File: config.mk
export PLATFORM = sky130hd
export DESIGN_NAME = pc_next_seq_flat
export DESIGN_NICKNAME = d
export VERILOG_FILES = /design/src/rtl/pc_next_seq_pkg.sv /design/src/rtl/pc_next_seq_if.sv /design/src/rtl/pc_redirect_cnt.sv /design/src/rtl/pc_next_seq.sv /design/src/flat_wrapper.sv
export SDC_FILE = /design/constraint.sdc
export NUM_CORES = 1
export LEC_CHECK = 0
export CORE_ASPECT_RATIO = 1.5
export CORE_UTILIZATION = 35
export CTS_CLUSTER_SIZE = 20
export DETAILED_ROUTE_END_ITERATION = 12
export PLACE_DENSITY = 0.71
export SETUP_SLACK_MARGIN = 0.2
export SYNTH_ARGS = -nofsm -noshare
export SYNTH_HDL_FRONTEND = slang
export SYNTH_HIERARCHICAL = 1
export SYNTH_SLANG_ARGS = --single-unit
File: constraint.sdc
create_clock -name clk -period 8.93 [get_ports clk]
set_input_delay 2.2325 -clock clk [delete_from_list [all_inputs] [get_ports clk]]
set_output_delay 2.2325 -clock clk [all_outputs]
set_load 0.05 [all_outputs]
File: src/rtl/pc_next_seq_pkg.sv
// Shared fetch-pipeline constants and the next-PC sequencer state encoding.
// Also reused by the PC register and the branch unit.
package pc_next_seq_pkg;

    localparam int          PC_XLEN        = 32;
    localparam int          PC_INSTR_BYTES = 4;
    localparam int          PC_CNT_W       = 16;
    localparam logic [31:0] PC_RESET       = 32'h0000_0000;

    typedef enum logic [1:0] {
        ST_RUN      = 2'd0,
        ST_WAIT_GNT = 2'd1,
        ST_PEND     = 2'd2
    } pc_state_e;

endpackage

File: src/rtl/pc_next_seq_if.sv
// Sequencer-side bundle: PC register link, EX redirect, hazard stall,
// fetch handshake, flushes and redirect status.
interface pc_next_seq_if
    import pc_next_seq_pkg::*;
#(
    parameter int XLEN  = PC_XLEN,
    parameter int CNT_W = PC_CNT_W
);
    logic [XLEN-1:0]  pc_i;
    logic [XLEN-1:0]  pc_next_o;
    logic             stall_i;
    logic             redirect_valid_i;
    logic [XLEN-1:0]  redirect_target_i;
    logic             imem_req_o;
    logic             imem_gnt_i;
    logic             flush_if_id_o;
    logic             flush_id_ex_o;
    logic             misalign_o;
    logic [CNT_W-1:0] redirect_cnt_o;

    modport master (
        input  pc_i, stall_i, redirect_valid_i, redirect_target_i, imem_gnt_i,
        output pc_next_o, imem_req_o, flush_if_id_o, flush_id_ex_o,
               misalign_o, redirect_cnt_o
    );

    modport slave (
        output pc_i, stall_i, redirect_valid_i, redirect_target_i, imem_gnt_i,
        input  pc_next_o, imem_req_o, flush_if_id_o, flush_id_ex_o,
               misalign_o, redirect_cnt_o
    );
endinterface

File: src/rtl/pc_redirect_cnt.sv
// Saturating event counter for accepted redirects; sticks at all-ones.
module pc_redirect_cnt
    import pc_next_seq_pkg::*;
#(
    parameter int CNT_W = PC_CNT_W
) (
    input  logic             clk,
    input  logic             rst,
    input  logic             inc_en,
    output logic [CNT_W-1:0] cnt
);
    always_ff @(posedge clk or posedge rst) begin
        if (rst)
            cnt <= '0;
        else if (inc_en && !(&cnt))
            cnt <= cnt + CNT_W'(1);
    end
endmodule

File: src/rtl/pc_next_seq.sv
// Next-PC sequencer: sequential fetch, stall hold, EX redirects with flushes,
// and parking of a redirect that lands while a fetch is still ungranted.
module pc_next_seq
    import pc_next_seq_pkg::*;
#(
    parameter int              XLEN        = PC_XLEN,
    parameter logic [XLEN-1:0] RESET_PC    = PC_RESET,
    parameter int              INSTR_BYTES = PC_INSTR_BYTES,
    parameter int              CNT_W       = PC_CNT_W
) (
    input logic          clk,
    input logic          rst,
    pc_next_seq_if.master bus
);
    localparam logic [1:0] RUN      = ST_RUN;
    localparam logic [1:0] WAIT_GNT = ST_WAIT_GNT;
    localparam logic [1:0] PEND     = ST_PEND;

    logic [1:0]      state_q, state_d;
    logic [XLEN-1:0] pend_tgt_q, pend_tgt_d;
    logic [XLEN-1:0] tgt, pc_seq, pc_next;
    logic            redir, gnt, stall;
    logic            req, fl_ifid, fl_idex;
    logic            misalign_q;

    assign redir  = bus.redirect_valid_i;
    assign gnt    = bus.imem_gnt_i;
    assign stall  = bus.stall_i;
    assign tgt    = {bus.redirect_target_i[XLEN-1:2], 2'b00};
    assign pc_seq = bus.pc_i + XLEN'(INSTR_BYTES);

    always_comb begin
        state_d    = state_q;
        pend_tgt_d = pend_tgt_q;
        pc_next    = bus.pc_i;
        req        = 1'b0;
        fl_ifid    = 1'b0;
        fl_idex    = 1'b0;
        case (state_q)
            RUN: begin
                req = !stall;
                if (redir) begin
                    pc_next = tgt;
                    fl_ifid = 1'b1;
                    fl_idex = 1'b1;
                end else if (!stall) begin
                    if (gnt) pc_next = pc_seq;
                    else     state_d = WAIT_GNT;
                end
            end
            WAIT_GNT: begin
                // Outstanding request must stay up with a stable address.
                req = 1'b1;
                if (redir) begin
                    fl_ifid = 1'b1;
                    fl_idex = 1'b1;
                    if (gnt) begin
                        pc_next = tgt;
                        state_d = RUN;
                    end else begin
                        pend_tgt_d = tgt;
                        state_d    = PEND;
                    end
                end else if (gnt) begin
                    pc_next = stall ? bus.pc_i : pc_seq;
                    state_d = RUN;
                end
            end
            PEND: begin
                req = 1'b1;
                if (redir) begin
                    pend_tgt_d = tgt;
                    fl_ifid    = 1'b1;
                    fl_idex    = 1'b1;
                end
                if (gnt) begin
                    // The granted word belongs to the old path; drop it.
                    pc_next = redir ? tgt : pend_tgt_q;
                    fl_ifid = 1'b1;
                    state_d = RUN;
                end
            end
            default: state_d = RUN;
        endcase
    end

    always_ff @(posedge clk or posedge rst) begin
        if (rst) begin
            state_q    <= RUN;
            pend_tgt_q <= '0;
            misalign_q <= 1'b0;
        end else begin
            state_q    <= state_d;
            pend_tgt_q <= pend_tgt_d;
            if (redir && (bus.redirect_target_i[1:0] != 2'b00))
                misalign_q <= 1'b1;
        end
    end

    pc_redirect_cnt #(.CNT_W(CNT_W)) u_cnt (
        .clk    (clk),
        .rst    (rst),
        .inc_en (redir),
        .cnt    (bus.redirect_cnt_o)
    );

    assign bus.pc_next_o     = rst ? RESET_PC : pc_next;
    assign bus.imem_req_o    = !rst && req;
    assign bus.flush_if_id_o = !rst && fl_ifid;
    assign bus.flush_id_ex_o = !rst && fl_idex;
    assign bus.misalign_o    = misalign_q;
endmodule

File: src/flat_wrapper.sv
// flat-port wrapper written by rule: the top's interface ports become plain ports
module pc_next_seq_flat import pc_next_seq_pkg::*;
#(
    parameter int              XLEN        = PC_XLEN,
    parameter logic [XLEN-1:0] RESET_PC    = PC_RESET,
    parameter int              INSTR_BYTES = PC_INSTR_BYTES,
    parameter int              CNT_W       = PC_CNT_W
)
  (clk, rst, bus_pc_i, bus_stall_i, bus_redirect_valid_i, bus_redirect_target_i, bus_imem_gnt_i, bus_pc_next_o, bus_imem_req_o, bus_flush_if_id_o, bus_flush_id_ex_o, bus_misalign_o, bus_redirect_cnt_o);
  pc_next_seq_if #(.XLEN(XLEN), .CNT_W(CNT_W)) bus_i ();
  input logic clk;
  input logic rst;
  input wire logic [$bits(bus_i.pc_i)-1:0] bus_pc_i;
  input wire logic [$bits(bus_i.stall_i)-1:0] bus_stall_i;
  input wire logic [$bits(bus_i.redirect_valid_i)-1:0] bus_redirect_valid_i;
  input wire logic [$bits(bus_i.redirect_target_i)-1:0] bus_redirect_target_i;
  input wire logic [$bits(bus_i.imem_gnt_i)-1:0] bus_imem_gnt_i;
  output wire logic [$bits(bus_i.pc_next_o)-1:0] bus_pc_next_o;
  output wire logic [$bits(bus_i.imem_req_o)-1:0] bus_imem_req_o;
  output wire logic [$bits(bus_i.flush_if_id_o)-1:0] bus_flush_if_id_o;
  output wire logic [$bits(bus_i.flush_id_ex_o)-1:0] bus_flush_id_ex_o;
  output wire logic [$bits(bus_i.misalign_o)-1:0] bus_misalign_o;
  output wire logic [$bits(bus_i.redirect_cnt_o)-1:0] bus_redirect_cnt_o;
  assign bus_i.pc_i = bus_pc_i;
  assign bus_i.stall_i = bus_stall_i;
  assign bus_i.redirect_valid_i = bus_redirect_valid_i;
  assign bus_i.redirect_target_i = bus_redirect_target_i;
  assign bus_i.imem_gnt_i = bus_imem_gnt_i;
  assign bus_pc_next_o = bus_i.pc_next_o;
  assign bus_imem_req_o = bus_i.imem_req_o;
  assign bus_flush_if_id_o = bus_i.flush_if_id_o;
  assign bus_flush_id_ex_o = bus_i.flush_id_ex_o;
  assign bus_misalign_o = bus_i.misalign_o;
  assign bus_redirect_cnt_o = bus_i.redirect_cnt_o;
  pc_next_seq #(.XLEN(XLEN), .RESET_PC(RESET_PC), .INSTR_BYTES(INSTR_BYTES), .CNT_W(CNT_W)) u_core (.clk(clk), .rst(rst), .bus(bus_i));
endmodule
Word level (Yosys, flattened, before mapping)
Index checks and enable logic that the tools add are counted.

Input bits: 69. Output and inout bits: 52. Word-level logic and storage cells: 56. Register bits after elaboration: 51.

Reduce and logical (&&, ||, !) cells: 17. $add $sub $neg: 2. Equality and inequality tests: 7. Muxes and demuxes: 26.

Operators by type and width (number): 2-to-1 mux 32 bit (12); one-hot mux 32 bit (3 select lines) (1); one-hot mux 32 bit (2 select lines) (1); adder 32 x 3 -> 32 bit, second input constant (1); adder 16 x 1 -> 16 bit, second input constant (1); AND reduction 16 bit (1); 2-to-1 mux 2 bit (6); != test 2 bit, second input constant (5); one-hot mux 2 bit (3 select lines) (1); AND reduction 3 bit (2); logical AND 1 bit (5); one-hot mux 1 bit (2 select lines) (2); nonzero test 2 bit (2); OR reduction 2 bit (2); logical NOT 1 bit (3); 2-to-1 mux 1 bit (3); OR reduction 3 bit (1); == test 2 x 1 -> 1 bit, second input constant (1); == test 2 bit, second input constant (1); logical NOT 2 bit (1).

Depth between registers and ports, before layout
Gate-level depths: netlist of run 1.

Word-level depth: 6. Depth in mapped cells: 9. Depth with buffers taken out: 7.

Hierarchy
Netlist of run 1, hierarchy kept.

By module, submodules not included: pc_next_seq (sequential area each 875.8 um2, cells an instance 571, area each 4393.0 um2, times used 1); pc_redirect_cnt (sequential area each 400.4 um2, cells an instance 73, area each 798.3 um2, times used 1).

Worst setup path before layout of run 1
Ideal clock, no wire load.

Path kind: input to output. From: input bus_redirect_valid_i. To: output bus_pc_next_o[5]. Setup slack: 1.173 ns. Data required time: 6.698 ns. Path buffers: 3. Arrival: 5.525 ns. Stages: 6. Cells stage by stage: buf_2 -> inv_1 -> clkbuf_1 -> clkbuf_1 -> nor2_1 -> a2111oi_0.

Cells in the longest elaborated chain, start to end: 4. Elaborated cells on any way between the ends: 6. Classes of those cells: mux: 6.

Ends and longest elaborated chain: start: declaration (line flat_wrapper.sv:15) `input wire logic [$bits(bus_i.redirect_valid_i)-1:0] bus_redirect_valid_i;`; 2-to-1 mux 32 bit (line pc_next_seq.sv:78) `pc_next = redir ? tgt : pend_tgt_q;`; 2-to-1 mux 32 bit (line pc_next_seq.sv:76) `if (gnt) begin`; one-hot mux 32 bit (3 select lines) * (line pc_next_seq.sv:39) `case (state_q)`; 2-to-1 mux 32 bit * (line pc_next_seq.sv:107) `assign bus.pc_next_o = rst ? RESET_PC : pc_next;`; end: declaration (line flat_wrapper.sv:18) `output wire logic [$bits(bus_i.pc_next_o)-1:0] bus_pc_next_o;`.

Every way passes the cells marked *; elsewhere a longest branch is shown, timed or not.

Worst setup path in the final report of run 1
From: input bus_pc_i[22]. To: output bus_pc_next_o[27].

Cells in the longest elaborated chain, start to end: 6. Elaborated cells on any way between the ends: 9. Classes of those cells: add/sub: 1; mux: 8.

Ends and longest elaborated chain: start: declaration (line flat_wrapper.sv:13) `input wire logic [$bits(bus_i.pc_i)-1:0] bus_pc_i;`; adder 32 x 3 -> 32 bit * (line pc_next_seq.sv:30) `assign pc_seq = bus.pc_i + XLEN'(INSTR_BYTES);`; 2-to-1 mux 32 bit, on equally long branches (line pc_next_seq.sv:65, pc_next_seq.sv:47); 2-to-1 mux 32 bit, on equally long branches (line pc_next_seq.sv:64, pc_next_seq.sv:46); 2-to-1 mux 32 bit, on equally long branches (line pc_next_seq.sv:54, pc_next_seq.sv:42); one-hot mux 32 bit (3 select lines) * (line pc_next_seq.sv:39); 2-to-1 mux 32 bit * (line pc_next_seq.sv:107).

Marks and branches as above.

==> flow_summary.yaml, run 1 <==
detailed_routing:
  drc: 0
  vias: 5576
  viasPerCell: 6.07
  post_drt_wl_per_cell_um: 19.6
  antenna_left: 0
  wirelength_mm: 18.0
  first_iter_violations: 451
  dr.pass1.iters: 5
clock_network:
  post_cts_buffers: 0
  insertion_delay_ns: 0.31
  cts_made_buffers: 5
  tritoncts: "yes"
  root_buffer: "clkbuf_16"
  cts_resized: 0
  cts_buffer_depth: 2
  cts_sinks: 51
  clk_pin_slew_ns: 0.08
  hold_buffers: 0
  cts_htree_levels: 2
yosys:
  yosysMostFrequentCell: "o21ai_0"
  synth_flop_cell: "dfrtp_1"
  synth_top_area_cell: "dfrtp_1"
  ys_ff_latch: 51
  yosys.area.top_type_share: 0.246
  synth_warnings: 6
  netlist_instances: 644
  yosysSeqAreaShare: 0.246
  syn_area_um2: 5190
  syn_area_per_cell_um2: 8.06
  synthTopCellsByArea: "dfrtp_1 25%, mux2_2 7.8%, o21ai_0 5.3%"
  syn-num-nets: 719
  ys_types: 73
  synth-edff-count: 0
  synth-async-reset-ratio: 1.00
  synth_common_cells: "55 x o21ai_0, 51 x dfrtp_1, 41 x nand2_1"
die:
  placementRows: 54
  die_h_um: 151
  core_um2: 14500
  io-pin-count: 121
  die-area_um2: 15300
  die_w_um: 101
  start_util: 0.357
cells_and_area:
  area_growth_pct: 27.0
  drive_above_1_share: 0.107
  fin_nets: 796
timing:
  slew_headroom: 0.337
  fin_crit_sh: 0.878
  setup_violations: 0
  finalHoldViolCount: 0
  hold_slack_ns: 0.480
  worstMarginPinSlew_ns: 0.993
  finClkSkew_ns: 0.00595
  rsz0062_at_grt: "false"
  slew_viol_final: 0
  fmax_ghz: 0.128
  fin_crit_ns: 7.84
  setup-tns-final_ns: 0
critical_path:
  r2r_setup_slack_ns: 6.04
  cp.arrival_ns: 5.61
  crit_required_ns: 6.70
  startpoint_type: "input port"
  r2r_end: "u_core/pend_tgt_q[3]$_DFFE_PP0P_"
  path_class: "in -> out"
  cp-end-kind: "primary output"
  worst-path-max-fanout: 9
  worstRegToRegCells: 7
  reg2reg_from: "u_core/state_q[1]$_DFFE_PP0P_"
power_and_ir_drop:
  ir_drop_v: 0.000177
  p_leak_nw: 2.41
  switching_share: 0.499
  p_comb_frac: 0.661
  p_switching_w: 0.000873
  pwr-share-clk: 0.122
  sequentialPowerShare: 0.217
  powerDensity_nw_per_um2: 265
  p_int_w: 0.000878
min_path:
  hold_depth: 1
  min_path_type: "reg -> reg"
  min_to: "u_core/bus.misalign_o$_DFFE_PP0P_"
  hp-start: "u_core/bus.misalign_o$_DFFE_PP0P_"
job:
  drv_cap: 0
status:
  status: "complete, no violations"
global_route:
  grtUsageTotal: 0.238
  grt.overflow.total: 0
  grt_max_degree: 37
  grt_pass1_wl_mm: 28.4
  grt_pass1_vias: 5411
  antenna_found_initial: 1
placement:
  io_buffers: 120
  hpwl_mm: 12.7
  gp_congestion: 0.863
==> worst max-delay path, cell delays in order <==
cell	delay [ns]
clkdlybuf4s50_1	0.66
and4_1	0.30
nand4_1	0.21
nor4_2	0.56
mux2_2	0.40
a221oi_1	0.36
clkdlybuf4s50_1	0.88
==> cells by family (layout without fill, tap and decap cells) <==
group / count (synthesis) / count (layout) / share of synthesized area
AOI/OAI and AO/OA: 209 / 209 / 0.273
buffers and inverters: 81 / 159 / 0.0685
other: 0 / 1 / 0
muxes: 59 / 59 / 0.123
adders and majority gates: 6 / 6 / 0.0145
and+or+nand+nor: 215 / 215 / 0.236
DFF: 51 / 51 / 0.246
xor gates and xnor gates: 23 / 23 / 0.0388
==> flip-flops by register name (all words and copies together) (netlist names) <==
| register | cells |
|---|---|
| u_core/pend_tgt_q | 32 |
| u_core/state_q | 2 |
| u_core/bus.misalign_o | 1 |
| u_core/u_cnt/cnt | 16 |
==> power by group through the flow <==
stage,registers (W),clock network (W),logic [W]
after detailed placement,0.000385,0,0.00115
after floorplan,0.000421,0,0.000764
after CTS,0.000380,0.000221,0.00115
final,0.000380,0.000213,0.00116
after global placement,0.000381,0,0.00114
after global routing,0.000393,0.000226,0.00124
==> layer usage <==
layer / part of all wire / GRT usage / vias to the layer above
met1: 0.38 / 0.274 / 2663
met5: 0 / 0 / -
met4: 0.044 / 0.141 / 0
met2: 0.51 / 0.416 / 249
met3: 0.063 / 0.0323 / 60
li1: - / - / 2604
==> cell usage in the layout (no fill, tap or decap), types with 6 or more instances in the layout <==
master,n
nand3_1,17
a311oi_1,8
o22ai_1,6
nor3_1,20
xnor2_1,18
mux2_2,36
clkdlybuf4s50_1,118
o21ai_0,55
dfrtp_1,51
o211ai_1,12
inv_1,15
nor2_1,30
and2_1,7
nand4_1,10
nor4_1,13
nand2b_1,23
ha_1,6
mux2i_1,22
a21oi_1,34
and3_1,10
o31ai_1,6
buf_4,14
nand2_1,41
o221ai_1,12
a22oi_1,6
==> stage by stage <==
step / total power [W] / util / cells / setup WS, ns / instance area (µm²)
finish: 0.00175 / 0.454 / 919 / 1.09 / 6600
global route: 0.00186 / 0.454 / 919 / 0.928 / 6600
detailed placement: 0.00153 / 0.443 / 910 / 1.15 / 6440
floorplan: 0.00118 / - / 644 / 1.17 / 5190
global placement: 0.00152 / 0.443 / 910 / 1.14 / 6440
CTS: 0.00175 / 0.454 / 918 / 1.12 / 6590
==> worst max path at each step <==
| stage | from | end | slack, ns | cells after the start |
|---|---|---|---|---|
| 6_report | bus_pc_i[22] | bus_pc_next_o[27] | 1.09 | 7 |
| 5_1_grt | bus_pc_i[21] | bus_pc_next_o[27] | 0.93 | 7 |
| 4_1_cts | bus_pc_i[22] | bus_pc_next_o[27] | 1.12 | 7 |
| 3_5_place_dp | bus_pc_i[16] | bus_pc_next_o[27] | 1.15 | 7 |
| 2_1_floorplan | bus_redirect_valid_i | bus_pc_next_o[5] | 1.17 | 6 |
| 3_3_place_gp | bus_pc_i[21] | bus_pc_next_o[27] | 1.14 | 7 |
==> final cells by class <==
type / count / area (µm²)
Inverter: 17 / 63.8
Antenna cell: 1 / 2.50
Tap cell: 196 / 245
Clock inverter: 3 / 26.3
Fill cell: 1456 / 7930
Timing Repair Buffer: 134 / 1300
Multi-Input combinational cell: 512 / 3560
Clock buffer: 5 / 125
Sequential cell: 51 / 1280
(Power assumes the default switching activity.)
==> run 2, diff against run 1 <==
--- a/config.mk
+++ b/config.mk
@@ -5,11 +5,13 @@
 export SDC_FILE = /design/constraint.sdc
 export NUM_CORES = 1
 export LEC_CHECK = 0
+export CELL_PAD_IN_SITES_DETAIL_PLACEMENT = 1
+export CELL_PAD_IN_SITES_GLOBAL_PLACEMENT = 2
 export CORE_ASPECT_RATIO = 1.5
-export CORE_UTILIZATION = 35
+export CORE_UTILIZATION = 32
 export CTS_CLUSTER_SIZE = 20
 export DETAILED_ROUTE_END_ITERATION = 12
-export PLACE_DENSITY = 0.71
+export PLACE_DENSITY = 0.95
 export SETUP_SLACK_MARGIN = 0.2
 export SYNTH_ARGS = -nofsm -noshare
 export SYNTH_HDL_FRONTEND = slang
==> run 2 against run 1 <==
  * Combinational power up 3%
  * First-iteration DRC count shrank 34%
  * Total power is 3.1% higher
  * Worst setup slack got worse by 0.069 ns
  * Sequential power rose by 1%
  * Cell count rose by 0.76%
  * Register-to-register slack worse by 0.18 ns
  * Core utilization is 3.4 points lower
  * Die area grew 9.2%
  * Clock power grew 3%
  * Fmax shrank 0.87%
  * Hold slack improved by 0.0020 ns
  * Critical endpoint is now bus_pc_next_o[30]
  * Highest routed layer unchanged
==> flow_summary.yaml, run 2 (same netlist as run 1, synthesis figures left out) <==
status:
  status: "complete, no violations"
detailed_routing:
  first_iter_violations: 296
  drc: 0
  wirelength_mm: 21.1
  dr.pass1.iters: 4
  antenna_left: 0
  viasPerCell: 6.23
  vias: 5769
  post_drt_wl_per_cell_um: 22.8
die:
  start_util: 0.329
  io-pin-count: 121
  die_h_um: 158
  die_w_um: 106
  placementRows: 56
  die-area_um2: 16700
  core_um2: 15800
placement:
  gp_congestion: 0.832
  place_ws_ns: 1.06
  hpwl_mm: 15.0
  io_buffers: 120
  dpl-instance-area_um2: 6470
critical_path:
  cp.arrival_ns: 5.68
  startpoint_type: "input port"
  crit_path_cell_trace: "clkdlybuf4s50_1 -> ha_1 -> nand4_1 -> or2_1 -> nor4_4 -> a2111oi_0 -> a311oi_1 -> clkdlybuf4s50_1"
  path_buf_inv: 2
  cp-startpoint: "bus_pc_i[2]"
  slowest_stage: "clkdlybuf4s50_1"
  cp_top_family: "buffers and inverters"
  reg2reg_from: "u_core/state_q[1]$_DFFE_PP0P_"
  crit_required_ns: 6.70
  path_class: "in -> out"
  worst_path_most_repeated_cell: "clkdlybuf4s50_1"
  max_stage_delay_ns: 0.86
  cp-end-kind: "primary output"
  worst-path-max-fanout: 10
cells_and_area:
  area_growth_pct: 27.6
  drive_above_1_share: 0.108
  top_register: "u_core/pend_tgt_q"
  mostFrequentLayoutCells: "118 x clkdlybuf4s50_1, 55 x o21ai_0, 51 x dfrtp_1"
  layout_commonest_cell: "clkdlybuf4s50_1"
  fin_nets: 797
  diodes: 0
  reg_top3: "u_core/pend_tgt_q (32), u_core/u_cnt/cnt (16), u_core/state_q (2)"
  largest_reg_flops: 32
  fillers: 1901
  final_area_um2: 6620
timing:
  setup-tns-final_ns: 0
  layout_setup_ws_ns: 1.02
  fin_crit_ns: 7.91
  setup_violations: 0
  fin_crit_sh: 0.886
  fmax_ghz: 0.126
  rsz0062_at_grt: "false"
  finalHoldViolCount: 0
  finClkSkew_ns: 0.00249
  worstMarginPinSlew_ns: 0.914
  slew_headroom: 0.390
  slew_viol_final: 0
clock_network:
  cts_made_buffers: 5
  post_cts_buffers: 0
  cts_htree_levels: 2
  root_buffer: "clkbuf_16"
  cts_buffer_depth: 2
  clk_pin_slew_ns: 0.08
  cts_sinks: 51
  cts_resized: 0
  hold_buffers: 0
  insertion_delay_ns: 0.31
  tritoncts: "yes"
power_and_ir_drop:
  powerDensity_nw_per_um2: 272
  p_leak_nw: 2.42
  ir_drop_v: 0.000217
global_route:
  grt.overflow.total: 0
  grt_pass1_wl_mm: 33.2
  grt_pass1_vias: 6272
  grt_max_degree: 48
  grtUsageTotal: 0.252
  antenna_found_initial: 0
min_path:
  min_path_type: "reg -> reg"
  hp-start: "u_core/bus.misalign_o$_DFFE_PP0P_"
job:
  drv_cap: 0
==> run 2: changes by cell type in the layout (fill, tap and decap cells not counted) <==
cell,delta
buf_12,+1
diode_2,-1
inv_8,+1
inv_6,-1
==> run 2: worst register-to-register path, delay by kind of cell (launching register included) <==
family	cells	cell delay, ns
adders and majority gates	1	0.36
DFF	1	0.43
and+or+nand+nor	1	0.54
buffers and inverters	4	1.07
muxes	2	0.56
==> run 2: cell type report <==
type	instances	area, µm²	area share
clock inverters	3	28.8	0.00434
inverters	17	63.8	0.00963
well taps	203	254	0.0383
flip-flops and latches	51	1280	0.193
clock buffers	5	125	0.0189
repair buffers	135	1320	0.199
multi-input cells	512	3560	0.537
==> run 2: worst paths after layout <==
check,slack (ns),cells past startpoint,to
hold reg to reg,0.48,1,u_core/bus.misalign_o$_DFFE_PP0P_
max in group asynchronous,5.47,3,u_core/u_cnt/cnt[13]$_DFFE_PP0P_
setup reg to reg,5.86,8,u_core/pend_tgt_q[18]$_DFFE_PP0P_
hold / removal,0.48,1,u_core/bus.misalign_o$_DFFE_PP0P_
setup / recovery,1.02,8,bus_pc_next_o[30]
min in group asynchronous,2.83,2,u_core/pend_tgt_q[17]$_DFFE_PP0P_
==> run 2: metal layers <==
layer  GRT usage  share of wire
met5           0              0
met2       0.472           0.53
met4       0.126          0.037
met3      0.0333          0.044
met1       0.277           0.39
==> run 2: per-stage QoR <==
step           power [W]  instances  hold slack, ns   util
6_report         0.00180        926           0.482  0.420
5_1_grt          0.00190        926           0.515  0.420
4_1_cts          0.00180        926           0.481  0.420
3_5_place_dp     0.00158        918           0.462  0.410
3_3_place_gp     0.00153        918           0.449  0.410
2_1_floorplan    0.00118        644           0.454      -
==> run 2: power breakdown <==
| group | switching (W) | internal (W) |
|---|---|---|
| Combinational | 0.000748 | 0.000454 |
| Sequential | 0.0000639 | 0.000321 |
| Clock | 0.000110 | 0.000109 |
